--- src/rtl/pipelined_adder_pkg.sv ---
// Shared definitions for the pipelined adder: default geometry, op encoding
// and helpers for deriving and validating the chunk width.
package pipelined_adder_pkg;

    localparam int unsigned DEF_WIDTH  = 32;
    localparam int unsigned DEF_STAGES = 4;

    typedef enum logic {
        OP_ADD = 1'b0,
        OP_SUB = 1'b1
    } op_e;

    // Chunk width; guarded so a bad STAGES=0 does not divide by zero
    // before the geometry check gets a chance to report it.
    function automatic int unsigned chunk_width(input int unsigned width,
                                                input int unsigned stages);
        return (stages == 0) ? width : width / stages;
    endfunction

    function automatic bit geometry_ok(input int unsigned width,
                                       input int unsigned stages);
        return (stages >= 1) && ((width % stages) == 0);
    endfunction

    localparam int unsigned CW = chunk_width(DEF_WIDTH, DEF_STAGES);

endpackage

--- src/rtl/pipelined_adder_stage.sv ---
// One chunk of the carry chain: adds a CHUNK_W-bit slice plus incoming carry
// and registers the sum slice, carry and valid bit when enabled.
module pipelined_adder_stage
    import pipelined_adder_pkg::*;
#(
    parameter int unsigned CHUNK_W = CW
) (
    input  logic               clk,
    input  logic               rst,
    input  logic               en_i,
    input  logic               valid_i,
    input  logic [CHUNK_W-1:0] a_i,
    input  logic [CHUNK_W-1:0] b_i,
    input  logic               carry_i,
    output logic               valid_o,
    output logic [CHUNK_W-1:0] sum_o,
    output logic               carry_o
);

    logic [CHUNK_W-1:0] sum_d;
    logic [CHUNK_W-1:0] sum_q;
    logic               carry_d;
    logic               carry_q;
    logic               valid_d;
    logic               valid_q;

    // Chunk adder with carry-in; the extra MSB is the chunk carry-out.
    always_comb begin
        {carry_d, sum_d} = {1'b0, a_i} + {1'b0, b_i} + {{CHUNK_W{1'b0}}, carry_i};
        valid_d          = valid_i;
    end

    // Stage register; holds everything while the pipeline is stalled.
    always_ff @(posedge clk or posedge rst) begin
        if (rst) begin
            sum_q   <= '0;
            carry_q <= 1'b0;
            valid_q <= 1'b0;
        end else if (en_i) begin
            sum_q   <= sum_d;
            carry_q <= carry_d;
            valid_q <= valid_d;
        end
    end

    assign sum_o   = sum_q;
    assign carry_o = carry_q;
    assign valid_o = valid_q;

endmodule

--- src/rtl/pipelined_adder.sv ---
// Pipelined WIDTH-bit add/subtract with valid/ready handshake. One chunk of
// the carry chain is resolved per cycle; operands are skewed in and sum
// chunks de-skewed out so the full result exits in one beat.
module pipelined_adder
    import pipelined_adder_pkg::*;
#(
    parameter int unsigned WIDTH  = DEF_WIDTH,
    parameter int unsigned STAGES = DEF_STAGES
) (
    input  logic             clk,
    input  logic             reset,
    input  logic             in_valid,
    output logic             in_ready,
    input  logic [WIDTH-1:0] a,
    input  logic [WIDTH-1:0] b,
    input  logic             carry_in,
    input  logic             sub,
    output logic             out_valid,
    input  logic             out_ready,
    output logic [WIDTH-1:0] sum,
    output logic             carry_out,
    output logic             overflow
);

    localparam int unsigned CHUNK_W = chunk_width(WIDTH, STAGES);

    if (!geometry_ok(WIDTH, STAGES)) begin : g_bad_geometry
        $error("pipelined_adder: WIDTH must be a multiple of STAGES and STAGES >= 1");
    end

    logic               advance;
    op_e                op;
    logic [WIDTH-1:0]   b_eff;
    logic               cin_eff;

    logic [CHUNK_W-1:0] op_a      [STAGES];
    logic [CHUNK_W-1:0] op_b      [STAGES];
    logic               st_cin    [STAGES];
    logic               st_vin    [STAGES];
    logic               st_vout   [STAGES];
    logic [CHUNK_W-1:0] st_sum    [STAGES];
    logic               st_carry  [STAGES];
    logic [CHUNK_W-1:0] out_chunk [STAGES];

    logic               a_msb_d;
    logic               a_msb_q;
    logic               b_msb_d;
    logic               b_msb_q;

    // The whole pipeline moves as one; it only stops when a result is stuck.
    assign advance   = !out_valid || out_ready;
    assign in_ready  = advance;
    assign out_valid = st_vout[STAGES-1];
    assign carry_out = st_carry[STAGES-1];

    // Subtraction is a + ~b + !borrow_in, so fold the op into B and carry-in.
    always_comb begin
        op      = op_e'(sub);
        b_eff   = (op == OP_SUB) ? ~b : b;
        cin_eff = (op == OP_SUB) ? !carry_in : carry_in;
    end

    for (genvar k = 0; k < STAGES; k++) begin : g_stage

        if (k == 0) begin : g_head
            assign op_a[k]   = a[CHUNK_W-1:0];
            assign op_b[k]   = b_eff[CHUNK_W-1:0];
            assign st_cin[k] = cin_eff;
            assign st_vin[k] = in_valid;
        end else begin : g_skew
            // Chunk k must wait k cycles for its carry, so delay its operands by k.
            logic [CHUNK_W-1:0] a_sk_q [k];
            logic [CHUNK_W-1:0] b_sk_q [k];

            // Operand skew shift register for this chunk.
            always_ff @(posedge clk or posedge reset) begin
                if (reset) begin
                    for (int unsigned j = 0; j < k; j++) begin
                        a_sk_q[j] <= '0;
                        b_sk_q[j] <= '0;
                    end
                end else if (advance) begin
                    a_sk_q[0] <= a[k*CHUNK_W +: CHUNK_W];
                    b_sk_q[0] <= b_eff[k*CHUNK_W +: CHUNK_W];
                    for (int unsigned j = 1; j < k; j++) begin
                        a_sk_q[j] <= a_sk_q[j-1];
                        b_sk_q[j] <= b_sk_q[j-1];
                    end
                end
            end

            assign op_a[k]   = a_sk_q[k-1];
            assign op_b[k]   = b_sk_q[k-1];
            assign st_cin[k] = st_carry[k-1];
            assign st_vin[k] = st_vout[k-1];
        end

        pipelined_adder_stage #(
            .CHUNK_W (CHUNK_W)
        ) u_stage (
            .clk     (clk),
            .rst     (reset),
            .en_i    (advance),
            .valid_i (st_vin[k]),
            .a_i     (op_a[k]),
            .b_i     (op_b[k]),
            .carry_i (st_cin[k]),
            .valid_o (st_vout[k]),
            .sum_o   (st_sum[k]),
            .carry_o (st_carry[k])
        );

        localparam int unsigned DS = STAGES - 1 - k;

        if (DS == 0) begin : g_direct
            assign out_chunk[k] = st_sum[k];
        end else begin : g_deskew
            // Chunk k finishes early; hold it back DS cycles to align with the top chunk.
            logic [CHUNK_W-1:0] ds_q [DS];

            // Sum de-skew shift register for this chunk.
            always_ff @(posedge clk or posedge reset) begin
                if (reset) begin
                    for (int unsigned j = 0; j < DS; j++) begin
                        ds_q[j] <= '0;
                    end
                end else if (advance) begin
                    ds_q[0] <= st_sum[k];
                    for (int unsigned j = 1; j < DS; j++) begin
                        ds_q[j] <= ds_q[j-1];
                    end
                end
            end

            assign out_chunk[k] = ds_q[DS-1];
        end
    end

    // Reassemble the aligned chunks into the full-width result.
    always_comb begin
        sum = '0;
        for (int unsigned k = 0; k < STAGES; k++) begin
            sum[k*CHUNK_W +: CHUNK_W] = out_chunk[k];
        end
    end

    // Operand sign bits as seen by the top chunk, captured alongside its sum.
    always_comb begin
        a_msb_d = op_a[STAGES-1][CHUNK_W-1];
        b_msb_d = op_b[STAGES-1][CHUNK_W-1];
    end

    // Sign-bit registers travel with the top stage so overflow stays aligned.
    always_ff @(posedge clk or posedge reset) begin
        if (reset) begin
            a_msb_q <= 1'b0;
            b_msb_q <= 1'b0;
        end else if (advance) begin
            a_msb_q <= a_msb_d;
            b_msb_q <= b_msb_d;
        end
    end

    assign overflow = (a_msb_q == b_msb_q) && (sum[WIDTH-1] != a_msb_q);

endmodule

--- config.mk ---
export PLATFORM = sky130hd
export DESIGN_NAME = pipelined_adder
export DESIGN_NICKNAME = d
export VERILOG_FILES = /design/src/rtl/pipelined_adder_pkg.sv /design/src/rtl/pipelined_adder_stage.sv /design/src/rtl/pipelined_adder.sv
export SDC_FILE = /design/constraint.sdc
export NUM_CORES = 1
export LEC_CHECK = 0
export BUFFER_PORTS_ARGS = -buffer_cell sky130_fd_sc_hd__buf_2
export CAP_MARGIN = 20
export CORE_UTILIZATION = 62
export CTS_CLUSTER_SIZE = 14
export DETAILED_ROUTE_END_ITERATION = 12
export PLACE_DENSITY_LB_ADDON = 0.3
export SYNTH_ARGS = -nofsm -noshare
export SYNTH_HDL_FRONTEND = slang
export SYNTH_SLANG_ARGS = --single-unit
--- constraint.sdc ---
create_clock -name clk -period 16.9 [get_ports clk]
set_input_delay 2.535 -clock clk [delete_from_list [all_inputs] [get_ports clk]]
set_output_delay 2.535 -clock clk [all_outputs]
set_load 0.005 [all_outputs]
Yosys cells after proc, flatten, opt, wreduce, memory -nomap -nowiden
Index checks and enable logic that the tools add are counted.
Word-level totals
  flip-flop bits (word level): 186
  input port bits: 70
  output and inout port bits: 36
  logic and storage cells: 49
Operators by class
  add/subtract/negate cells: 8
  equality and inequality tests: 2
  muxes and demuxes: 2
  bitwise gates (word level): 1
  reduce and logical (&&, ||, !) cells: 4
Operator list (number)
  $add 8x8->9: 4
  $add 9x1->9: 4
  $mux 32: 1
  $not 32->32: 1
  $logic_not 1->1: 2
  $eq 1x1->1: 1
  $logic_and 1x1->1: 1
  $logic_or 1x1->1: 1
  $mux 1: 1
  $ne 1x1->1: 1

Logic depth before layout (Yosys ltp)
  depth after elaboration: 4
  depth in mapped cells: 11
  mapped depth without buffers: 9

Modules after synthesis
A second synthesis with hierarchy kept.
Unflattened totals
  cells, all modules: 672
  area total of the unflattened synthesis: 9419.0 um^2
By module, submodules not included
  pipelined_adder: instances 1, cells each 366, area an instance 6351.1 um^2
  pipelined_adder_stage (g_stage[1].u_stage ...): instances 3, cells each 77, area an instance 769.5 um^2
  pipelined_adder_stage (g_stage[0].u_stage): instances 1, cells each 75, area an instance 759.5 um^2

Worst setup path after synthesis
No wires, ideal clock.
  kind: in2out
  start point: input port out_ready
  end point: output port in_ready
  data arrival time: 3.068 ns
  setup slack: 11.297 ns
  stages on the path: 4
  path buffers: 2
  cells stage by stage: nor2b_1 -> buf_2 -> inv_2 -> clkbuf_1
Between the ends
  cells in the longest elaborated chain, start to end: 1
RTL lines
  start: declaration: RTL line pipelined_adder.sv:19  | input logic out_ready,
  $logic_or 1x1->1: RTL line pipelined_adder.sv:51  | assign advance = !out_valid || out_ready;
  end: declaration: RTL line pipelined_adder.sv:13  | output logic in_ready,
No other way between the ends.

Worst setup path in the final report
Ends and elaborated chain as after synthesis.

==> impl_metrics.ini <==
[floorplan]
dieArea_um2 = 14100
rows = 42
die_width_um = 119
die_h_um = 119
initial_utilization_pct = 63.6
coreArea_um2 = 13300
io_pins = 106

[synth]
synthFlopType = dfrtp_1
ys_seq_elements = 186
syn_area_um2 = 8460
ys_seq_area_share_pct = 55.0
synth_edf_count = 0
synth_area_per_cell_um2 = 9.01
syn-num-nets = 1045
synth_cell_types = 32
async_reset_ff_share_pct = 100
synth_cells = 939
ys_warn_count = 0

[clock_network]
cts_resized = 0
cts_setup_buffers = 0
worstSkewPairLatency_ps = 430
cts_root_buf = clkbuf_16
cts_tree = done
htree_levels = 4
cts_hold_buf = 0
path_clk_slew_ps = 60
clock_sinks = 186
numCtsBuffers = 17
clockBufferDepth = 2

[placement]
dpl.hpwl_mm = 10.0
place_congestion = 0.853
port-buffer-count = 105
dpl-instance-area_um2 = 8950

[worst_setup_path]
crit_slowest_cell = buf_12
critPathCaptureType = output port
crit_arrival_ps = 4110
path_max_fanout = 222
path_cells = buf_2 -> nor2b_4 -> buf_12 -> inv_4 -> buf_2
path_class = in -> out
cpMostUsedCell = buf_2
worstRegToRegCells = 6
rrSetupSlack_ps = 14070
crit_required_ps = 14370
cp_slowest_stage_delay_ps = 620
startpoint_type = input port

[cells_and_area]
layout-drive-gt1-share_pct = 14.0
n_antenna_cell = 0
final_cell_mix = nand2_1, dfrtp_1, buf_2, o21ai_0, xnor2_1
syn_to_final_growth_pct = 12.9
final_nets = 1112
final_area_um2 = 9550
layout_commonest_cell = nand2_1

[routing]
num_vias = 6129
route.detailed.drc = 0
vias_per_cell = 5.13
avgRoutedWirePerCell_um = 13.3
drtIter0Drc = 489
drtAntennaViolNets = 0
firstDrtPassIters = 4
drt_wl_total_mm = 15.9

[sta]
setup_viol = 0
setup_tns_ps = 0
hold_viol_final = 0
layout_min_cycle_time_ps = 6640
finClkSkew_ps = 9.80
period_share_pct = 39.3
relSlewSlack_pct = 28.0
fmax_mhz = 151
rsz0062_at_grt = no
tightest_slew_ps = 1080
final_max_slew_viol_count = 0

[grt]
grt_max_degree = 223
grt_pass1_wl_mm = 27.3
antenna_found_initial = 0
grt_util_all_layers_pct = 24.7
grt_pass1_vias = 5693
overflow = 0

[power]
powerDensity_nw_per_um2 = 185
power_w = 0.00177
p_leak_nw = 4.94
peakVddDrop_uv = 124

[run_status]
outcome = finished, final reports clean

[min_path]
min_path_type = reg -> reg
hold_path_depth = 2

[run]
maxCapViolations = 0
[flip-flops by register name (all words and copies together), names as in the netlist, 4 cells and up]
register,count
g_stage.u_stage.sum_o,32
g_stage.u_stage.carry_o,4
sum,16
g_stage.g_skew.b_sk_q,47
g_stage.g_skew.a_sk_q,47
g_stage.g_deskew.ds_q,32
g_stage.u_stage.valid_o,4
[critical path: cells and delay by family]
family,cells,cell delay [ps]
buffers and inverters,4,1370
AND/OR/NAND/NOR,1,120
[Yosys cell counts, types with 6 or more instances]
| cell type | n | share of area [%] |
|---|---|---|
| nor2_1 | 16 | 0.71 |
| nand2_1 | 447 | 20 |
| fa_1 | 8 | 1.9 |
| a21o_1 | 6 | 0.53 |
| a211oi_1 | 9 | 0.80 |
| buf_4 | 16 | 1.4 |
| buf_2 | 19 | 1.1 |
| dfrtp_1 | 186 | 55 |
| inv_1 | 11 | 0.49 |
| ha_1 | 28 | 4.1 |
| a21oi_1 | 15 | 0.89 |
| xor2_1 | 18 | 1.9 |
| xnor2_1 | 29 | 3.0 |
| clkbuf_1 | 24 | 1.1 |
| nor3_1 | 13 | 0.77 |
| o21ai_0 | 59 | 3.5 |
[cell families after synthesis]
logic type | count (synthesis) | share of synthesized area, %
AO/OA/AOI/OAI | 111 | 7.72
XOR/XNOR | 47 | 4.87
adder cells (fa/ha/maj) | 36 | 6.03
buffers and inverters | 73 | 4.23
flip-flops | 186 | 55.0
AND/OR/NAND/NOR | 486 | 22.1
[report_power, final]
group / switching (W) / total, W / internal (W) / leakage (nW)
Combinational: 0.000360 / 0.000618 / 0.000258 / 2.41
Clock: 0.000158 / 0.000386 / 0.000228 / 0.284
Sequential: 0.000116 / 0.000761 / 0.000644 / 2.25
Total: 0.000634 / 0.00177 / 0.00113 / 4.94
[routing by layer]
| metal | vias to the layer above | track usage [%] | wire [µm] |
|---|---|---|---|
| met2 | 113 | 37.6 | 7670 |
| met5 | - | 0 | 0 |
| met1 | 2902 | 36.4 | 7430 |
| met4 | 0 | 6.72 | 140 |
| met3 | 12 | 5.03 | 651 |
| li1 | 3102 | - | - |
[stage by stage]
step / hold slack [ps] / util (%) / std cells / setup slack, ps
2_1_floorplan: 430 / - / 939 / 9310
3_3_place_gp: 439 / 67.3 / 1162 / 10250
3_5_place_dp: 451 / 67.3 / 1162 / 10240
4_1_cts: 465 / 71.6 / 1194 / 10260
5_1_grt: 484 / 71.8 / 1195 / 10140
6_report: 458 / 71.8 / 1195 / 10260
[final cells by class]
class | instances | area [µm²]
Multi-Input combinational cell | 680 | 3460
Fill cell | 1038 | 3750
Clock inverter | 8 | 92.6
Clock buffer | 24 | 482
Tap cell | 176 | 220
Sequential cell | 186 | 4650
Inverter | 12 | 55.1
Timing Repair Buffer | 109 | 588
[worst paths after layout]
| path | startpoint | endpoint |
|---|---|---|
| worst max register to register | g_stage[3].u_stage.valid_o | g_stage[1].u_stage.sum_o[3] |
| max in group asynchronous | reset | g_stage[2].g_skew.b_sk_q[0] |
| min in group asynchronous | reset | sum[13] |
| worst max-delay path | out_ready | in_ready |
| worst min-delay path | sum[11] | sum[11] |
| worst min register to register | sum[11] | sum[11] |
(Power assumes the default switching activity.)
